<file path="src/rtl/spi_peek_pkg.sv">
// spi_peek_pkg: shared definitions for the spi_peek_regs SPI register slave.
//   state_e        : transaction state (idle, command byte, data words, ignore)
//   CMD_BITS       : length of the command byte
//   ADDR_BITS      : width of the address field in the command byte
//   WRITE_BIT      : position of the write flag in the command byte
//   sample_on_rise : true when the SCLK rising edge is the sample edge
package spi_peek_pkg;

   typedef enum logic [1:0] {
      ST_IDLE   = 2'd0,
      ST_CMD    = 2'd1,
      ST_DATA   = 2'd2,
      ST_IGNORE = 2'd3
   } state_e;

   localparam int unsigned CMD_BITS  = 8;
   localparam int unsigned ADDR_BITS = 7;
   localparam int unsigned WRITE_BIT = 7;

   // Leading edge is rising for CPOL=0; CPHA=1 moves sampling to the trailing
   // edge. Both flips cancel, so sampling is on the rising edge when CPOL==CPHA.
   function automatic logic sample_on_rise(input int cpol, input int cpha);
      return (cpol == cpha);
   endfunction

endpackage

</file>
<file path="src/rtl/spi_sync_edge.sv">
// spi_sync_edge: 3-flop synchroniser for an asynchronous input with one-clock
// edge pulses derived from the top two flops.
//   clk  : fabric clock
//   din  : asynchronous input
//   rise : one-clock pulse after a 0->1 transition of din
//   fall : one-clock pulse after a 1->0 transition of din
module spi_sync_edge (
   input  logic clk,
   input  logic din,
   output logic rise,
   output logic fall
);

   logic [2:0] sh_q;
   logic [2:0] sh_d;

   always_comb begin
      sh_d = {sh_q[1:0], din};
   end

   // Not reset: the chain keeps following the pin during reset so that a line
   // already low at reset release does not look like a fresh falling edge.
   always_ff @(posedge clk) begin
      sh_q <= sh_d;
   end

   assign rise =  sh_q[1] & ~sh_q[2];
   assign fall = ~sh_q[1] &  sh_q[2];

endmodule

</file>
<file path="src/rtl/spi_peek_regs.sv">
// spi_peek_regs: SPI slave giving a microcontroller addressed peek/poke access
// to NREGS words of WIDTH bits. Each transaction is a command byte
// (bit7 = write, bits[6:0] = address) followed by one data word, MSB first.
// Optional feature macro SPI_PEEK_REGS_AUTOINC_EN: a transaction may carry
// consecutive data words with the address incrementing after each word.
//   clk, rst_    : fabric clock, synchronous active-low reset
//   ucSCLK/ucMOSI/ucSEL_ : asynchronous SPI inputs from the microcontroller
//   ucMISO, ucMISO_oe    : SPI data out and its tri-state enable
//   peek_data    : NREGS packed read words (word i at [i*WIDTH +: WIDTH])
//   poke_data    : NREGS packed registered write words, same packing
//   poke_strobe  : one-clock pulse per word written
//   busy         : high while the slave is selected
module spi_peek_regs
   import spi_peek_pkg::*;
#(
   parameter int unsigned      WIDTH     = 32,
   parameter int unsigned      NREGS     = 4,
   parameter int unsigned      CPOL      = 0,
   parameter int unsigned      CPHA      = 0,
   parameter logic [WIDTH-1:0] RESET_VAL = '0
) (
   input  logic                   clk,
   input  logic                   rst_,
   input  logic                   ucSCLK,
   input  logic                   ucMOSI,
   input  logic                   ucSEL_,
   output logic                   ucMISO,
   output logic                   ucMISO_oe,
   input  logic [NREGS*WIDTH-1:0] peek_data,
   output logic [NREGS*WIDTH-1:0] poke_data,
   output logic [NREGS-1:0]       poke_strobe,
   output logic                   busy
);

   localparam logic       SAMPLE_RISE = sample_on_rise(CPOL, CPHA);
   localparam logic [7:0] NREGS_L     = 8'(NREGS);

   logic sclk_rise, sclk_fall, sel_rise, sel_fall;
   logic [1:0] mosi_q, mosi_d;
   logic mosi_s, sample_edge, shift_edge;

   spi_sync_edge u_sclk_sync (.clk(clk), .din(ucSCLK), .rise(sclk_rise), .fall(sclk_fall));
   spi_sync_edge u_sel_sync  (.clk(clk), .din(ucSEL_), .rise(sel_rise),  .fall(sel_fall));

   always_comb begin
      mosi_d = {mosi_q[0], ucMOSI};
   end

   always_ff @(posedge clk) begin
      mosi_q <= mosi_d;
   end

   assign mosi_s      = mosi_q[1];
   assign sample_edge = SAMPLE_RISE ? sclk_rise : sclk_fall;
   assign shift_edge  = SAMPLE_RISE ? sclk_fall : sclk_rise;

   state_e                  state_q, state_d;
   logic [6:0]              bit_cnt_q, bit_cnt_d;
   logic [WIDTH-2:0]        rx_q, rx_d;
   logic [WIDTH-1:0]        tx_q, tx_d;
   logic                    wr_q, wr_d;
   logic [ADDR_BITS-1:0]    addr_q, addr_d;
   logic [NREGS*WIDTH-1:0]  poke_q, poke_d;
   logic [NREGS-1:0]        strobe_q, strobe_d;
   logic                    busy_q, busy_d;
   logic                    oe_q, oe_d;
   logic                    skip_q, skip_d;

   logic [CMD_BITS-1:0]     cmd;
   logic [ADDR_BITS-1:0]    ld_addr;
   logic [WIDTH-1:0]        peek_ld;

   assign cmd     = {rx_q[CMD_BITS-2:0], mosi_s};
   assign ld_addr = (state_q == ST_CMD) ? cmd[ADDR_BITS-1:0] : addr_q + 7'd1;

   always_comb begin
      peek_ld = '0;
      for (int unsigned i = 0; i < NREGS; i++) begin
         if (ld_addr == 7'(i)) peek_ld = peek_data[i*WIDTH +: WIDTH];
      end
   end

   always_comb begin
      state_d   = state_q;
      bit_cnt_d = bit_cnt_q;
      rx_d      = rx_q;
      tx_d      = tx_q;
      wr_d      = wr_q;
      addr_d    = addr_q;
      poke_d    = poke_q;
      strobe_d  = '0;
      busy_d    = busy_q;
      oe_d      = oe_q;
      skip_d    = skip_q;

      // Every tx load is followed by one suppressed shift edge so the freshly
      // loaded MSB is held until the master samples it. The load at select
      // start only needs this for CPHA=1, where a leading edge precedes the
      // first sample.
      if ((state_q == ST_CMD || state_q == ST_DATA) && shift_edge) begin
         if (skip_q) skip_d = 1'b0;
         else        tx_d   = {tx_q[WIDTH-2:0], 1'b0};
      end

      case (state_q)
         ST_IDLE: begin
            if (sel_fall) begin
               state_d   = ST_CMD;
               bit_cnt_d = '0;
               tx_d      = '0;
               skip_d    = (CPHA != 0);
               busy_d    = 1'b1;
               oe_d      = 1'b1;
            end
         end
         ST_CMD: begin
            if (sample_edge) begin
               rx_d      = {rx_q[WIDTH-3:0], mosi_s};
               bit_cnt_d = bit_cnt_q + 7'd1;
               if (bit_cnt_q == 7'(CMD_BITS - 1)) begin
                  bit_cnt_d = '0;
                  wr_d      = cmd[WRITE_BIT];
                  addr_d    = cmd[ADDR_BITS-1:0];
                  if ({1'b0, cmd[ADDR_BITS-1:0]} < NREGS_L) begin
                     state_d = ST_DATA;
                     tx_d    = peek_ld;
                     skip_d  = 1'b1;
                  end else begin
                     state_d = ST_IGNORE;
                  end
               end
            end
         end
         ST_DATA: begin
            if (sample_edge) begin
               rx_d      = {rx_q[WIDTH-3:0], mosi_s};
               bit_cnt_d = bit_cnt_q + 7'd1;
               if (bit_cnt_q == 7'(WIDTH - 1)) begin
                  bit_cnt_d = '0;
                  if (wr_q) begin
                     for (int unsigned i = 0; i < NREGS; i++) begin
                        if (addr_q == 7'(i)) begin
                           poke_d[i*WIDTH +: WIDTH] = {rx_q, mosi_s};
                           strobe_d[i]              = 1'b1;
                        end
                     end
                  end
`ifdef SPI_PEEK_REGS_AUTOINC_EN
                  if (({1'b0, addr_q} + 8'd1) < NREGS_L) begin
                     addr_d = addr_q + 7'd1;
                     tx_d   = peek_ld;
                     skip_d = 1'b1;
                  end else begin
                     state_d = ST_IGNORE;
                  end
`else
                  state_d = ST_IGNORE;
`endif
               end
            end
         end
         ST_IGNORE: ;
         default: state_d = ST_IDLE;
      endcase

      // Deselect wins over the state update but not over a write completed
      // by a sample edge seen in the same clock.
      if (sel_rise) begin
         state_d = ST_IDLE;
         busy_d  = 1'b0;
         oe_d    = 1'b0;
      end
   end

   always_ff @(posedge clk) begin
      if (!rst_) begin
         state_q   <= ST_IDLE;
         bit_cnt_q <= '0;
         rx_q      <= '0;
         tx_q      <= '0;
         wr_q      <= 1'b0;
         addr_q    <= '0;
         poke_q    <= {NREGS{RESET_VAL}};
         strobe_q  <= '0;
         busy_q    <= 1'b0;
         oe_q      <= 1'b0;
         skip_q    <= 1'b0;
      end else begin
         state_q   <= state_d;
         bit_cnt_q <= bit_cnt_d;
         rx_q      <= rx_d;
         tx_q      <= tx_d;
         wr_q      <= wr_d;
         addr_q    <= addr_d;
         poke_q    <= poke_d;
         strobe_q  <= strobe_d;
         busy_q    <= busy_d;
         oe_q      <= oe_d;
         skip_q    <= skip_d;
      end
   end

   assign ucMISO      = (state_q == ST_CMD || state_q == ST_DATA) ? tx_q[WIDTH-1] : 1'b0;
   assign ucMISO_oe   = oe_q;
   assign busy        = busy_q;
   assign poke_data   = poke_q;
   assign poke_strobe = strobe_q;

endmodule
</file>
<file path="config.mk">
export PLATFORM = sky130hd
export DESIGN_NAME = spi_peek_regs
export DESIGN_NICKNAME = d
export VERILOG_FILES = /design/src/rtl/spi_peek_pkg.sv /design/src/rtl/spi_sync_edge.sv /design/src/rtl/spi_peek_regs.sv
export SDC_FILE = /design/constraint.sdc
export NUM_CORES = 1
export LEC_CHECK = 0
export BUFFER_PORTS_ARGS = -buffer_cell sky130_fd_sc_hd__buf_2
export CELL_PAD_IN_SITES_DETAIL_PLACEMENT = 1
export CELL_PAD_IN_SITES_GLOBAL_PLACEMENT = 2
export CORE_ASPECT_RATIO = 0.6
export CORE_MARGIN = 2
export CORE_UTILIZATION = 31
export CTS_BUF_LIST = sky130_fd_sc_hd__clkbuf_8
export DETAILED_ROUTE_END_ITERATION = 16
export GPL_ROUTABILITY_DRIVEN = 0
export GPL_TIMING_DRIVEN = 1
export PLACE_DENSITY = 0.84
export SYNTH_ARGS = -nofsm -noshare
export SYNTH_HDL_FRONTEND = slang
export SYNTH_HIERARCHICAL = 1
export SYNTH_SLANG_ARGS = --single-unit
</file>
<file path="constraint.sdc">
create_clock -name clk -period 2.2 [get_ports clk]
set_input_delay 0.66 -clock clk [delete_from_list [all_inputs] [get_ports clk]]
set_output_delay 0.66 -clock clk [all_outputs]
set_load 0.05 [all_outputs]
</file>
## Yosys cells after proc, flatten, opt, wreduce, memory -nomap -nowiden

Index checks and enable logic that the tools add are counted.

- Reduce and logical (&&, ||, !) cells: 18
- Add/subtract/negate cells: 2
- Eq/ne operators: 15
- Order comparisons: 1
- Bitwise operators: 9
- Mux-type cells: 36

Operators with widths:

| operator | number |
|---|---|
| two-way mux 32 bit | 10 |
| case mux 32 bit (2 select lines) | 1 |
| two-way mux 7 bit | 6 |
| == test 7 x 2 -> 1 bit, second input constant | 4 |
| AND reduction 5 bit | 5 |
| case mux 7 bit (3 select lines) | 1 |
| adder 7 x 1 -> 7 bit, second input constant | 2 |
| == test 7 x 1 -> 1 bit, second input constant | 2 |
| zero test 7 bit | 2 |
| two-way mux 1 bit | 11 |
| two-way mux 2 bit | 5 |
| != test 2 bit, second input constant | 5 |
| == test 7 x 3 -> 1 bit, second input constant | 1 |
| == test 7 x 5 -> 1 bit, second input constant | 1 |
| less-than comparator 7 x 3 -> 1 bit, second input constant | 1 |
| case mux 2 bit (3 select lines) | 1 |
| AND reduction 6 bit | 1 |
| NOT 1 bit | 5 |
| bitwise AND 1 bit | 4 |
| AND reduction 2 bit | 2 |
| AND reduction 4 bit | 1 |
| OR reduction 2 bit | 2 |
| AND reduction 3 bit | 1 |
| nonzero test 3 bit | 1 |
| other kinds (6) | 6 |

- Word-level logic and storage cells: 97
- Output and inout port bits: 135
- Register bits after elaboration: 222

## Depth between registers and ports, before layout

- Depth after elaboration: 11
- Depth in mapped cells: 9

## Hierarchy

The synthesis kept the hierarchy.

Modules (own cells, without submodules):

| module | times used | cells each | area each (um^2) | sequential area each (um^2) |
|---|---|---|---|---|
| spi_peek_regs | 1 | 1176 | 9726.8 | 4324.1 |
| spi_sync_edge | 2 | 5 | 75.1 | 60.1 |

## Least setup slack after synthesis

OpenSTA, ideal clock, no wires.

- Kind: register to register
- Start: reg state_q[1]
- End: reg bit_cnt_q[4]
- Period minus slack after synthesis: 1896 ps
- Path buffers: 2
- Path slack: 304 ps
- Library setup time: 117 ps
- Arrival time: 1779 ps
- Stages on the path, launching flop included: 9
- Cell sequence: dfxtp_1 -> inv_1 -> ha_1 -> buf_2 -> o21ba_1 -> or3_1 -> clkbuf_1 -> a22o_1 -> a32o_1

- Longest elaborated chain between the ends: 3
- Elaborated cells between the ends (all ways): 9
- Those cells by class: 5 x eq/ne; 1 x mux; 3 x reduce/logical

Ends and longest elaborated chain:

| element | RTL line | source |
|---|---|---|
| from (decl) | spi_peek_regs.sv:57 | `state_e state_q, state_d;` |
| from (signal assigned) | spi_peek_regs.sv:189 | `state_q <= state_d;` |
| == test 2 bit (tied with other cells) | spi_peek_regs.sv:105 | `case (state_q)` |
| != test 2 bit (no source line) / nonzero test 3 bit (equally long branches) | n/a |  |
| AND reduction 4 bit (no source line) | n/a |  |
| to (signal assigned) | spi_peek_regs.sv:190 | `bit_cnt_q <= bit_cnt_d;` |
| to (decl) | spi_peek_regs.sv:58 | `logic [6:0] bit_cnt_q, bit_cnt_d;` |

Several ways; a longest one is shown, not always the timed one.
A chain may end at the register's enable or synchronous reset.

## Final worst setup path

- Start: reg state_q[1]
- End: out ucMISO

- Longest elaborated chain between the ends: 3
- Elaborated cells between the ends (all ways): 4
- Those cells by class: 2 x eq/ne; 1 x mux; 1 x reduce/logical

Ends and longest elaborated chain:

| element | RTL line | source |
|---|---|---|
| == test 2 x 1 -> 1 bit / == test 2 bit (equally long branches) | spi_peek_regs.sv:203 | `assign ucMISO = (state_q == ST_CMD \|\| state_q == ST_DATA) ? tx_q[WIDTH-1] : 1'b0;` |
| logical OR 1 bit (*) | spi_peek_regs.sv:203 |  |
| two-way mux 1 bit (*) | spi_peek_regs.sv:203 |  |
| to (decl) | spi_peek_regs.sv:27 | `output logic ucMISO,` |

Mark *: on every way between the ends. The rest lies on a longest branch, timed or not.

==> results.txt <==
Status -> finished clean
Synth Warn # -> 6
Post-route ant nets -> 0
Primary FF master, synth -> dfxtp_1
Hold path start -> ucSCLK
DRC violation count after routing -> 0
Hold Slack -> 0.229 ns
Minimum clock period -> 2.17 ns
Max rail drop VDD -> 0.323 mV
Post-synth EDFFs -> 0
R2R Path End -> tx_q[22]$_SDFF_PN0_
Gr usage total -> 22.7%
Initial antenna violation count -> 0
Placed Cells -> 1782
Fin crit share -> 98.8%
Flops & latches, synth -> 222
Ys async rst share -> 0%
Total CTS buffers -> 37
Reg2reg path depth -> 7
Sequential fraction of the synthesis area -> 45.0%
R2R Setup Slk -> 0.13 ns
Average instance area after synthesis -> 8.33 um^2
DR vias -> 10100
TritonCTS sink count -> 222
Overall die area -> 33400 um^2
Final wirelength -> 38.8 mm
Initial core utilization -> 31.6%
Final total power -> 8.90 mW
FP Rows -> 50
Initial drt markers -> 755
Ant diodes -> 0
Relative slew slack -> 55.7%
Gr ovfl total -> 0
Fmax -> 460 MHz
Dpl ws -> -0.143 ns
Post-Syn Area -> 9880 um^2
CP Data Required Time -> 1.54 ns
RR Startpoint -> addr_q[1]$_SDFFE_PN0P_
Crit. End Element -> output port
Port-buffer cells -> 267
CP arrival -> 1.51 ns
Ports -> 268
RSZ-0062 raised after global routing -> true
# H-tree levels -> 2
First-pass GRT wire length -> 59.3 mm
P&R area growth vs syn -> 27.7%
Max_cap viols -> 0
WHS Endpoint -> u_sclk_sync/sh_q[0]$_DFF_P_
Power Dens Cells -> 706 nW/um^2
Worst-Skew Late Latency -> 0.55 ns
Core box area -> 31300 um^2
Setup Crit Path Kind -> reg -> out
Final Net Count -> 1557
Vias per cell -> 5.42
Peak fanout along the critical path -> 4
CTS tree -> built
Max-slew violations -> 0
Crit path launch type -> flop
Cells after Synth -> 1186
Synthesized Nets -> 1328
Number of global-route vias before repair -> 10100
Most common cell after layout, fill and taps aside -> buf_2
Post-DP HPWL -> 25.6 mm
Layout Cells excl Fill -> 1858
Class of the worst hold path -> in -> reg
Clk buf depth -> 3
Worst Max-Slew Pin Slew -> 0.664 ns
Leak -> 5.16 nW
Hold depth -> 1
Most frequent cells in the layout -> buf_2, dfxtp_1, a21oi_1
PnR worst setup slack -> 0.0255 ns
Synth cell types -> 47
Die W -> 234 um
Endpoints failing hold -> 0
Layout cell share with drive strength beyond 1 -> 27.5%
Worst-path clk slew -> 0.06 ns
Height of the chip -> 142 um
Final Setup Violations -> 0
Drt first pass iters -> 5
Largest net degree at the start of global routing -> 136
Avg WL per Cell -> 20.9 um
Worst Skew -> 0.0343 ns
Root buf cell -> clkbuf_8
## registers in the layout, summed over array words and instances, names as in the netlist, 2 cells and up
register and flops:
u_sclk_sync/sh_q 3, addr_q 7, bit_cnt_q 7, rx_q 31, state_q 2, tx_q 32
mosi_q 2, u_sel_sync/sh_q 3, poke_strobe 4, poke_data 128
## power breakdown
part           internal, mW  switching, mW
clock                  1.92           1.73
sequential             4.04         0.0148
combinational         0.499          0.692
## how the worst max path moves through the flow
stage                       startpoint                   endpoint  slack [ns]  cells past startpoint
2_1_floorplan  state_q[1]$_SDFFE_PP0P_  bit_cnt_q[4]$_SDFFE_PN0P_        0.30                      8
3_3_place_gp   state_q[1]$_SDFFE_PP0P_        tx_q[31]$_SDFF_PN0_      -0.008                      6
3_5_place_dp   state_q[1]$_SDFFE_PP0P_        tx_q[31]$_SDFF_PN0_       -0.14                      6
4_1_cts        state_q[0]$_SDFFE_PP0P_                     ucMISO       -0.04                      4
5_1_grt        state_q[1]$_SDFFE_PP0P_                     ucMISO       -0.04                      4
6_report       state_q[1]$_SDFFE_PP0P_                     ucMISO        0.03                      4
## layout make-up
class	instances	area, um^2
clock inverters	19	83.8
inverters	10	42.5
clock buffers	47	647
multi-input cells	824	4930
repair buffers	320	1940
well taps	416	520
flip-flops and latches	222	4450
fillers	3796	18700
## layer usage
layer,wire (um),global-route usage (%)
met4,536,4.70
met5,0,0
met3,2160,4.39
met1,20100,35.2
met2,16000,32.1
## worst max-delay path, cell delays in order (launching register included)
cell     delay, ns
dfxtp_4       0.37
inv_4         0.04
ha_4          0.28
and2_4        0.15
buf_8         0.14
## timing repair
item / in CTS / in global routing
gates resized for setup: 13 / 12
buffers inserted: 1 / 7
setup endpoints to repair: 36 / 39
gates cloned: 1 / 1
pin swaps: 3 / 3
hold buffers: 0 / 0
## per-stage QoR
stage	utilization, %	setup TNS [ns]	area [um^2]
3_5_place_dp	37.3	-3.06	11700
6_report	40.3	0	12600
5_1_grt	40.3	-0.0429	12600
4_1_cts	39.9	-0.0440	12500
3_3_place_gp	37.3	-0.00807	11700
2_1_floorplan	-	0	9880
## cells by family after synthesis
family	share of synthesized area, %
buffers and inverters	6.07
adder cells (fa/ha/maj)	1.14
multiplexers	4.16
AO/OA/AOI/OAI	27.9
flip-flops	45.0
AND/OR/NAND/NOR	15.8
## synthesized netlist by cell type (3+ instances only)
cell type,count,area (um^2)
mux2i_1,41,410
nor2_1,15,56.3
nand3_1,131,656
a21boi_0,130,976
dfxtp_1,222,4440
and2_1,3,18.8
buf_4,3,22.5
nor3_1,7,35.0
nand3b_1,3,22.5
nand4_1,6,37.5
a21oi_1,165,826
nor4_1,33,206
inv_1,9,33.8
nor2b_1,4,25.0
nand4b_1,3,26.3
clkbuf_1,95,357
o21ai_0,118,591
ha_1,9,113
o22ai_1,32,200
o21ai_1,14,70.1
nand2_1,78,293
buf_2,29,145
buf_6,3,33.8
No activity file was read; power rests on OpenSTA's default activity.
